==> config.mk <==
export PLATFORM = sky130hd
export DESIGN_NAME = seg_display_arbiter
export DESIGN_NICKNAME = d
export VERILOG_FILES = /design/src/rtl/seg_display_arbiter_pkg.sv /design/src/rtl/seg_rr_pick.sv /design/src/rtl/seg_display_arbiter.sv
export SDC_FILE = /design/constraint.sdc
export NUM_CORES = 1
export LEC_CHECK = 0
export CORE_MARGIN = 5
export CORE_UTILIZATION = 35
export CTS_CLUSTER_DIAMETER = 40
export CTS_CLUSTER_SIZE = 8
export DETAILED_ROUTE_END_ITERATION = 16
export PLACE_DENSITY = 0.71
export SLEW_MARGIN = 0
export SYNTH_ARGS = -nofsm -noshare
export SYNTH_HDL_FRONTEND = slang
export SYNTH_SLANG_ARGS = --single-unit
==> constraint.sdc <==
create_clock -name clk -period 8.75 [get_ports clk]
set_clock_uncertainty 0.1 [all_clocks]
set_input_delay 0.875 -clock clk [delete_from_list [all_inputs] [get_ports clk]]
set_output_delay 0.875 -clock clk [all_outputs]
set_load 0.05 [all_outputs]
==> src/rtl/seg_display_arbiter_pkg.sv <==
// Shared types and constants for the seven-segment display blocks.
package seg_disp_pkg;

    localparam int unsigned DEFAULT_CLK_HZ = 32'd100_000_000;
    localparam int unsigned CLKS_PER_MS    = DEFAULT_CLK_HZ / 32'd1000;

    typedef logic [7:0][3:0] seg_nibbles_t;

    typedef enum logic [1:0] {
        IDLE  = 2'd0,
        GRANT = 2'd1,
        DWELL = 2'd2
    } seg_arb_state_t;

endpackage

==> src/rtl/seg_rr_pick.sv <==
// Combinational round-robin picker: first set request after ptr, with wrap-around.
module seg_rr_pick #(
    parameter int unsigned N = 4,
    parameter int unsigned W = 2
) (
    input  logic [N-1:0] req,
    input  logic [W-1:0] ptr,
    output logic [N-1:0] winner,
    output logic         valid
);

    logic         found_s;
    logic [W-1:0] sel_s;

    // Scan N positions starting just after ptr; the first request seen wins.
    always_comb begin
        winner  = '0;
        found_s = 1'b0;
        sel_s   = '0;
        for (int k = 1; k <= int'(N); k++) begin
            sel_s         = W'((int'(ptr) + k) % int'(N));
            winner[sel_s] = winner[sel_s] | (~found_s & req[sel_s]);
            found_s       = found_s | req[sel_s];
        end
        valid = |req;
    end

endmodule

==> src/rtl/seg_display_arbiter.sv <==
// Round-robin owner of the shared 8-digit display with a minimum dwell per grant.
// Optional requester-0 preemption is enabled by defining SEG_ARB_PREEMPT_EN.
module seg_display_arbiter
    import seg_disp_pkg::*;
#(
    parameter int unsigned NUM_REQ  = 4,
    parameter int unsigned CLK_HZ   = 100_000_000,
    parameter int unsigned DWELL_MS = 500
) (
    input  logic                       clk,
    input  logic                       rst_n,
    input  logic [NUM_REQ-1:0]         req,
    input  logic [NUM_REQ*32-1:0]      req_data,
    output logic [NUM_REQ-1:0]         ack,
    output logic [NUM_REQ-1:0]         gnt,
    output logic [$clog2(NUM_REQ)-1:0] owner_id,
    output seg_nibbles_t               disp_value,
    output logic                       disp_valid
);

    localparam int unsigned IDX_W     = $clog2(NUM_REQ);
    localparam int unsigned DWELL_RAW = (CLK_HZ / 32'd1000) * DWELL_MS;
    localparam int unsigned DWELL_CYC = (DWELL_RAW == 32'd0) ? 32'd1 : DWELL_RAW;
    localparam int unsigned CNT_W     = $clog2(DWELL_CYC + 32'd1);
    localparam logic [CNT_W-1:0] CNT_LAST = CNT_W'(DWELL_CYC - 32'd1);

    seg_arb_state_t     state_r, state_nxt_s;
    logic [IDX_W-1:0]   win_idx_r, win_nxt_s;
    logic               pre_r, pre_nxt_s;
    logic [IDX_W-1:0]   rr_ptr_r;
    logic [CNT_W-1:0]   cnt_r;
    logic [NUM_REQ-1:0] ack_r, gnt_r;
    logic [IDX_W-1:0]   owner_r;
    seg_nibbles_t       disp_r;
    logic               valid_r;

    logic [NUM_REQ-1:0] win_oh_s;
    logic               win_vld_s;
    logic [IDX_W-1:0]   pick_idx_s;
    logic [NUM_REQ-1:0] grant_oh_s;
    logic [31:0]        data_sel_s;
    logic               rise0_s;

    seg_rr_pick #(
        .N (NUM_REQ),
        .W (IDX_W)
    ) u_pick (
        .req    (req),
        .ptr    (rr_ptr_r),
        .winner (win_oh_s),
        .valid  (win_vld_s)
    );

`ifdef SEG_ARB_PREEMPT_EN
    logic req0_d_r;

    // Delayed copy of req[0] for rising-edge detection.
    always_ff @(posedge clk or negedge rst_n) begin
        if (!rst_n) begin
            req0_d_r <= 1'b0;
        end else begin
            req0_d_r <= req[0];
        end
    end

    assign rise0_s = req[0] & ~req0_d_r;
`else
    assign rise0_s = 1'b0;
`endif

    // Winner index, its one-hot form and the selected requester word.
    always_comb begin
        pick_idx_s = '0;
        data_sel_s = 32'd0;
        for (int i = 0; i < int'(NUM_REQ); i++) begin
            pick_idx_s = pick_idx_s | (win_oh_s[i] ? IDX_W'(i) : {IDX_W{1'b0}});
            data_sel_s = data_sel_s |
                         ((win_idx_r == IDX_W'(i)) ? req_data[i*32 +: 32] : 32'd0);
        end
        grant_oh_s = {{(NUM_REQ-1){1'b0}}, 1'b1} << win_idx_r;
    end

    // State register plus the pending winner and its preemption flag.
    always_ff @(posedge clk or negedge rst_n) begin
        if (!rst_n) begin
            state_r   <= IDLE;
            win_idx_r <= '0;
            pre_r     <= 1'b0;
        end else begin
            state_r   <= state_nxt_s;
            win_idx_r <= win_nxt_s;
            pre_r     <= pre_nxt_s;
        end
    end

    // Next-state logic; a preemptive grant is flagged so rr_ptr is left alone.
    always_comb begin
        state_nxt_s = state_r;
        win_nxt_s   = win_idx_r;
        pre_nxt_s   = pre_r;
        case (state_r)
            IDLE: begin
                if (win_vld_s) begin
                    state_nxt_s = GRANT;
                    win_nxt_s   = pick_idx_s;
                    pre_nxt_s   = 1'b0;
                end else begin
                    state_nxt_s = IDLE;
                end
            end
            GRANT: begin
                state_nxt_s = DWELL;
            end
            DWELL: begin
                if (rise0_s && (owner_r != {IDX_W{1'b0}})) begin
                    state_nxt_s = GRANT;
                    win_nxt_s   = '0;
                    pre_nxt_s   = 1'b1;
                end else if (cnt_r == CNT_LAST) begin
                    // The current owner sits last in the search order, so any
                    // other pending requester wins before a refresh of the owner.
                    if (win_vld_s) begin
                        state_nxt_s = GRANT;
                        win_nxt_s   = pick_idx_s;
                        pre_nxt_s   = 1'b0;
                    end else begin
                        state_nxt_s = IDLE;
                    end
                end else begin
                    state_nxt_s = DWELL;
                end
            end
            default: begin
                state_nxt_s = IDLE;
            end
        endcase
    end

    // Registered outputs, dwell counter and round-robin pointer.
    always_ff @(posedge clk or negedge rst_n) begin
        if (!rst_n) begin
            ack_r    <= '0;
            gnt_r    <= '0;
            owner_r  <= '0;
            disp_r   <= '0;
            valid_r  <= 1'b0;
            cnt_r    <= '0;
            rr_ptr_r <= IDX_W'(NUM_REQ - 1);
        end else begin
            ack_r <= '0;
            case (state_r)
                GRANT: begin
                    disp_r   <= data_sel_s;
                    valid_r  <= 1'b1;
                    gnt_r    <= grant_oh_s;
                    owner_r  <= win_idx_r;
                    ack_r    <= grant_oh_s & req;
                    rr_ptr_r <= pre_r ? rr_ptr_r : win_idx_r;
                    cnt_r    <= '0;
                end
                DWELL: begin
                    cnt_r <= cnt_r + CNT_W'(1);
                end
                default: begin
                    cnt_r <= cnt_r;
                end
            endcase
        end
    end

    assign ack        = ack_r;
    assign gnt        = gnt_r;
    assign owner_id   = owner_r;
    assign disp_value = disp_r;
    assign disp_valid = valid_r;

endmodule
Word level (Yosys, flattened, before mapping)
Cells that the tools add are included.

Flip-flop bits (word level): 76. Input bits: 134. Output and inout port bits: 43. Logic and storage cells: 114.

Add/sub/neg operators: 5. $lt $le $gt $ge: 8. Equal/unequal tests: 7. Shift-type cells: 1. Multiplexer cells: 45. Bitwise operators: 20. Reductions and logical operators: 11.

Operator list (count): two-way mux 32 bit (4); bitwise OR 32 bit (3); case mux 26 bit (2 select lines) (1); adder 26 x 1 -> 26 bit, second input constant (1); equality test 26 bit, second input constant (1); binary-select mux 1 bit (select 2 bit) (8); two-way mux 1 bit (16); bitwise mux 4 bit (3); < comparator 2 x 3 -> 1 bit, second input constant (4); two-way mux 2 bit (5); bitwise AND 4 bit (2); demux 1 bit (select 2 bit) (4); greater-or-equal comparator 2 x 1 -> 1 bit, second input constant (4); equality test 2 bit, second input constant (3); bitwise OR 1 bit (6); case mux 2 bit (3 select lines) (1); adder 2 x 1 -> 2 bit, second input constant (2); adder 2 bit, second input constant (2); equality test 2 x 1 -> 1 bit, second input constant (2); logical AND 1 bit (4); logical NOT 2 bit (2); two-way mux 4 bit (1); NOT 1 bit (4); case mux 2 bit (2 select lines) (1); other kinds (9) (13).

Longest topological paths before layout
Word-level depth: 24. Mapped depth: 12.

By module
From an unflattened synthesis, not the netlist that was laid out.

Cell total of the unflattened synthesis: 406. Area, all modules: 4744.6 µm².

By module, submodules not included: seg_display_arbiter (instances 1, cells an instance 323, area each 4061.4 µm²); seg_rr_pick (instances 1, cells an instance 83, area each 683.2 µm²).

Worst setup path before layout
Ideal clock, no wire load.

Path kind: flip-flop to flip-flop. From: reg rr_ptr_r[0]. To: reg win_idx_r[0]. Setup time: 0.143 ns. Data arrival time: 3.062 ns. Data required time: 8.507 ns. Path slack: 5.446 ns. Cell stages (with the launch flop): 12. Path buffers: 2. Cell sequence: dfstp_2 -> buf_6 -> clkbuf_8 -> inv_1 -> ha_1 -> mux4_2 -> mux2i_1 -> o2111ai_1 -> a2bb2o_1 -> o2111a_1 -> nor4_1 -> o221ai_1.

Cells in the longest elaborated chain, start to end: 24.

RTL lines: start, declared (RTL line seg_display_arbiter.sv:30) `logic [IDX_W-1:0] rr_ptr_r;`; start signal, assigned (RTL line seg_display_arbiter.sv:148) `rr_ptr_r <= IDX_W'(NUM_REQ - 1);`; start signal, assigned (RTL line seg_display_arbiter.sv:158) `rr_ptr_r <= pre_r ? rr_ptr_r : win_idx_r;`; adder 2 x 1 -> 2 bit (RTL line seg_rr_pick.sv:21) `sel_s = W'((int'(ptr) + k) % int'(N));`; < comparator 2 x 3 -> 1 bit (not written as such) or greater-or-equal comparator 2 x 1 -> 1 bit (tied branches) (RTL line seg_rr_pick.sv:22) `winner[sel_s] = winner[sel_s] | (~found_s & req[sel_s]);`; logical AND 1 bit (not written as such) (RTL line seg_rr_pick.sv:22); two-way mux 1 bit (not written as such) (RTL line seg_rr_pick.sv:22); demux 1 bit (select 2 bit); bitwise AND 4 bit (no source line); binary-select mux 1 bit (select 2 bit) (RTL line seg_rr_pick.sv:22); two-way mux 1 bit (not written as such) (RTL line seg_rr_pick.sv:22); [8 not listed]; bitwise OR 1 bit (RTL line seg_rr_pick.sv:22); bitwise mux 4 bit (*) (RTL line seg_rr_pick.sv:22); two-way mux 1 bit (RTL line seg_display_arbiter.sv:76) `pick_idx_s = pick_idx_s | (win_oh_s[i] ? IDX_W'(i) : {IDX_W{1'b0}});`; bitwise OR 1 x 2 -> 2 bit (RTL line seg_display_arbiter.sv:76); bitwise OR 2 bit (*) (RTL line seg_display_arbiter.sv:76); two-way mux 2 bit (*) (RTL line seg_display_arbiter.sv:103, seg_display_arbiter.sv:122); two-way mux 2 bit (RTL line seg_display_arbiter.sv:119) `end else if (cnt_r == CNT_LAST) begin`; case mux 2 bit (2 select lines) (*) (RTL line seg_display_arbiter.sv:101) `case (state_r)`; end signal, assigned (RTL line seg_display_arbiter.sv:91) `win_idx_r <= win_nxt_s;`; end, declared (RTL line seg_display_arbiter.sv:28) `logic [IDX_W-1:0] win_idx_r, win_nxt_s;`.

Mark *: on every way between the ends. The rest lies on a longest branch, timed or not. The select of a mux whose other input is x is not followed. A chain may end at the register's enable or synchronous reset.

Worst setup path after layout
Same ends and word-level chain as after synthesis.

==> impl_metrics.toml <==
[finish]
final.fill_count = 1077
utilization_pct = 52.67
nNetsFinal = 675
drive_above_1_share_pct = 18.81
area.growth.synth_to_final_pct = 48.04
diodes = 0

[yosys]
ys_seq_area_share_pct = 42.03
synth-main-ff-cell = "dfrtp_1"
syn_inst = 365
synth-seq-cells = 75
yosys.area.top_type = "dfrtp_1"
postSynthAreaPerCell_sq_um = 12.25
synthDominantCellAreaShare_pct = 40.85
netlist_area_sq_mm = 0.004472
synth-async-reset-ratio_pct = 100.0
synth_edf_count = 0
synth_area_leaders = "dfrtp_1 41%, mux4_2 17%, mux2_2 8.6%"
yosysWarnings = 0
synth_cell_types = 55
synth_fp_nets = 508

[setup_path]
path_cells = "inv_1, ha_1, mux4_2, or3b_1, o211ai_1, nand2_2, a2111oi_0, nor4_1, o221ai_1"
critPathSlowestCell = "dfstp_2"
worst-setup-path-type = "flip-flop to flip-flop"
crit_path_start_kind = "flip-flop"
critical_path_peak_fanout = 18
required_ns = 8.89
critPathCaptureType = "flip-flop"
cp.arrival_ns = 3.94
cpPeakStageDelay_ns = 0.73

[timing]
final_max_slew_viol_count = 0
rsz0062_at_grt = "no"
relSlewSlack_pct = 28.68
worstMarginPinSlew_ns = 1.070
worst_slack_ns = 4.951
fin_tns_setup_ns = 0
post-route-period-util_pct = 43.42
period_needed_ns = 3.799
setup_viol = 0
clock.fmax_ghz = 0.2632
hold_viol_final = 0

[clock_tree]
insertion_delay_ns = 0.33
cts-resized-gates = 0
cts_root_buf = "clkbuf_16"
post_cts_buffers = 0
clock-sinks = 75
clkTransAtPathRegs_ns = 0.06
cts_buffers = 9
htreeDepth = 3
cts_tree = "built"
cts_hold_buf = 0
cts_buffer_depth = 2

[floorplanning]
start_util_pct = 35.58
top_level_ports = 177
die_x_microns = 123.0
rows = 41
dieArea_sq_mm = 0.01514
coreArea_sq_mm = 0.01257
die_y_microns = 123.0

[run_status]
status = "complete, no violations"

[global_route]
track_usage_pct = 16.76
grt_first_pass_wirelength_microns = 19780
grt_max_degree = 76
grt_overflow = 0
grt_pass1_vias = 3887
antenna_found_initial = 0

[hold_path]
hold_path.class = "flip-flop to flip-flop"

[routing]
via_per_inst = 5.157
num_vias = 3656
drtPass1Iterations = 4
route.detailed.drc = 0
routed_wl_microns = 12300
drt_iter0_markers = 191
ant_nets = 0
drt-wirelength-per-cell_microns = 17.35

[pwr]
ir_drop_uv = 201.8
p_leak_nw = 2.592
power_density_mw_per_mm2 = 335.4

[placement]
gp_congestion = 0.8726
hpwl_microns = 9233
pre_cts_slack_ns = 5.001
port-buffer-count = 176

[flow_run]
drv_cap = 0
## Yosys cell counts (all sizes together) (3+ instances only)
library cell and number:
dfrtp 73, mux4 36, mux2 34, nor2 33, nand2 17, nand3 16, o21ai 16, clkbuf 15
inv 14, xor2 12, a21oi 9, ha 9, xnor2 8, a211oi 7, buf 7, nand4 7
and4 4, nor2b 4, or3 4, and3 3, mux2i 3
## registers in the layout, indices dropped and copies added, names as in the netlist
| name | cells |
|---|---|
| cnt_r | 26 |
| owner_id | 2 |
| win_idx_r | 2 |
| ack | 4 |
| disp_valid | 1 |
| rr_ptr_r | 2 |
| gnt | 4 |
| state_r | 2 |
| disp_value | 32 |
## per-stage QoR
step / power [mW] / cell area (sq um) / hold slack, ns / instances
2_1_floorplan: 1.487 / 4472 / 0.3708 / 365
3_3_place_gp: 1.826 / 6306 / 0.3547 / 693
3_5_place_dp: 1.855 / 6306 / 0.3729 / 693
4_1_cts: 2.250 / 6620 / 0.3966 / 709
5_1_grt: 2.351 / 6620 / 0.4168 / 709
6_report: 2.220 / 6620 / 0.3915 / 709
## critical path: cells and delay by family (launching register included)
kind                       cells  cell delay [ns]
and+or+nand+nor                3             0.71
DFF                            1             0.73
muxes                          1             0.62
buffers and inverters          1             0.22
adders and majority gates      1             0.42
AOI/OAI and AO/OA              3             0.91
## path summary, 6_finish.rpt
path | startpoint | endpoint | slack (ns) | cells past startpoint
setup reg to reg | rr_ptr_r[0] | win_idx_r[0] | 4.95 | 9
min in group asynchronous | rst_n | disp_value[16] | 0.58 | 1
hold / removal | disp_valid | disp_valid | 0.39 | 1
setup / recovery | rr_ptr_r[0] | win_idx_r[0] | 4.95 | 9
hold reg to reg | disp_valid | disp_valid | 0.39 | 1
max in group asynchronous | rst_n | win_idx_r[0] | 7.27 | 1
## final cells by class
type | instances | area (sq um) | share of cell area [%]
multi-input combinational | 253 | 2380 | 35.95
sequential | 75 | 1881 | 28.41
timing repair buffer | 178 | 1774 | 26.80
clock buffer | 12 | 266.5 | 4.026
tap | 172 | 215.2 | 3.251
inverter | 15 | 56.30 | 0.8505
clock inverter | 4 | 47.55 | 0.7182
## cells by family after synthesis
group	count (synthesis)	share of synthesized area [%]
and+or+nand+nor	103	12.12
DFF	75	42.03
muxes	73	27.53
AOI/OAI and AO/OA	48	7.023
buffers and inverters	37	4.868
xor gates and xnor gates	20	3.917
adders and majority gates	9	2.518
## layer usage
metal	up-vias	GRT usage, %	wire length (microns)
li1	1710	-	-
met1	1815	20.25	4953
met2	120	29.89	6341
met3	11	4.712	867
met4	0	3.529	140
met5	-	0	0
## placed cells by master, fill, tap and decap left out, drive strengths merged, types with 2 or more instances in the layout
cell type	count
nand3	16
inv	14
or4	2
nor2	33
xnor2	8
nor4b	2
mux2	34
mux4	36
clkbuf	12
buf	3
o221ai	2
a2111oi	2
nand2	17
or3	4
xor2	12
nor2b	4
mux2i	3
and4	4
a211oi	7
ha	9
a31o	2
clkinv	3
nand4	7
nor4	2
dfrtp	73
a21oi	9
and3	3
dfstp	2
clkdlybuf4s50	175
o21ai	16
o22ai	2
## power breakdown
part	internal [mW]	switching [mW]
combinational	0.559	0.751
clock	0.243	0.138
sequential	0.463	0.0666
total	1.26	0.956
(Power assumes the default switching activity.)
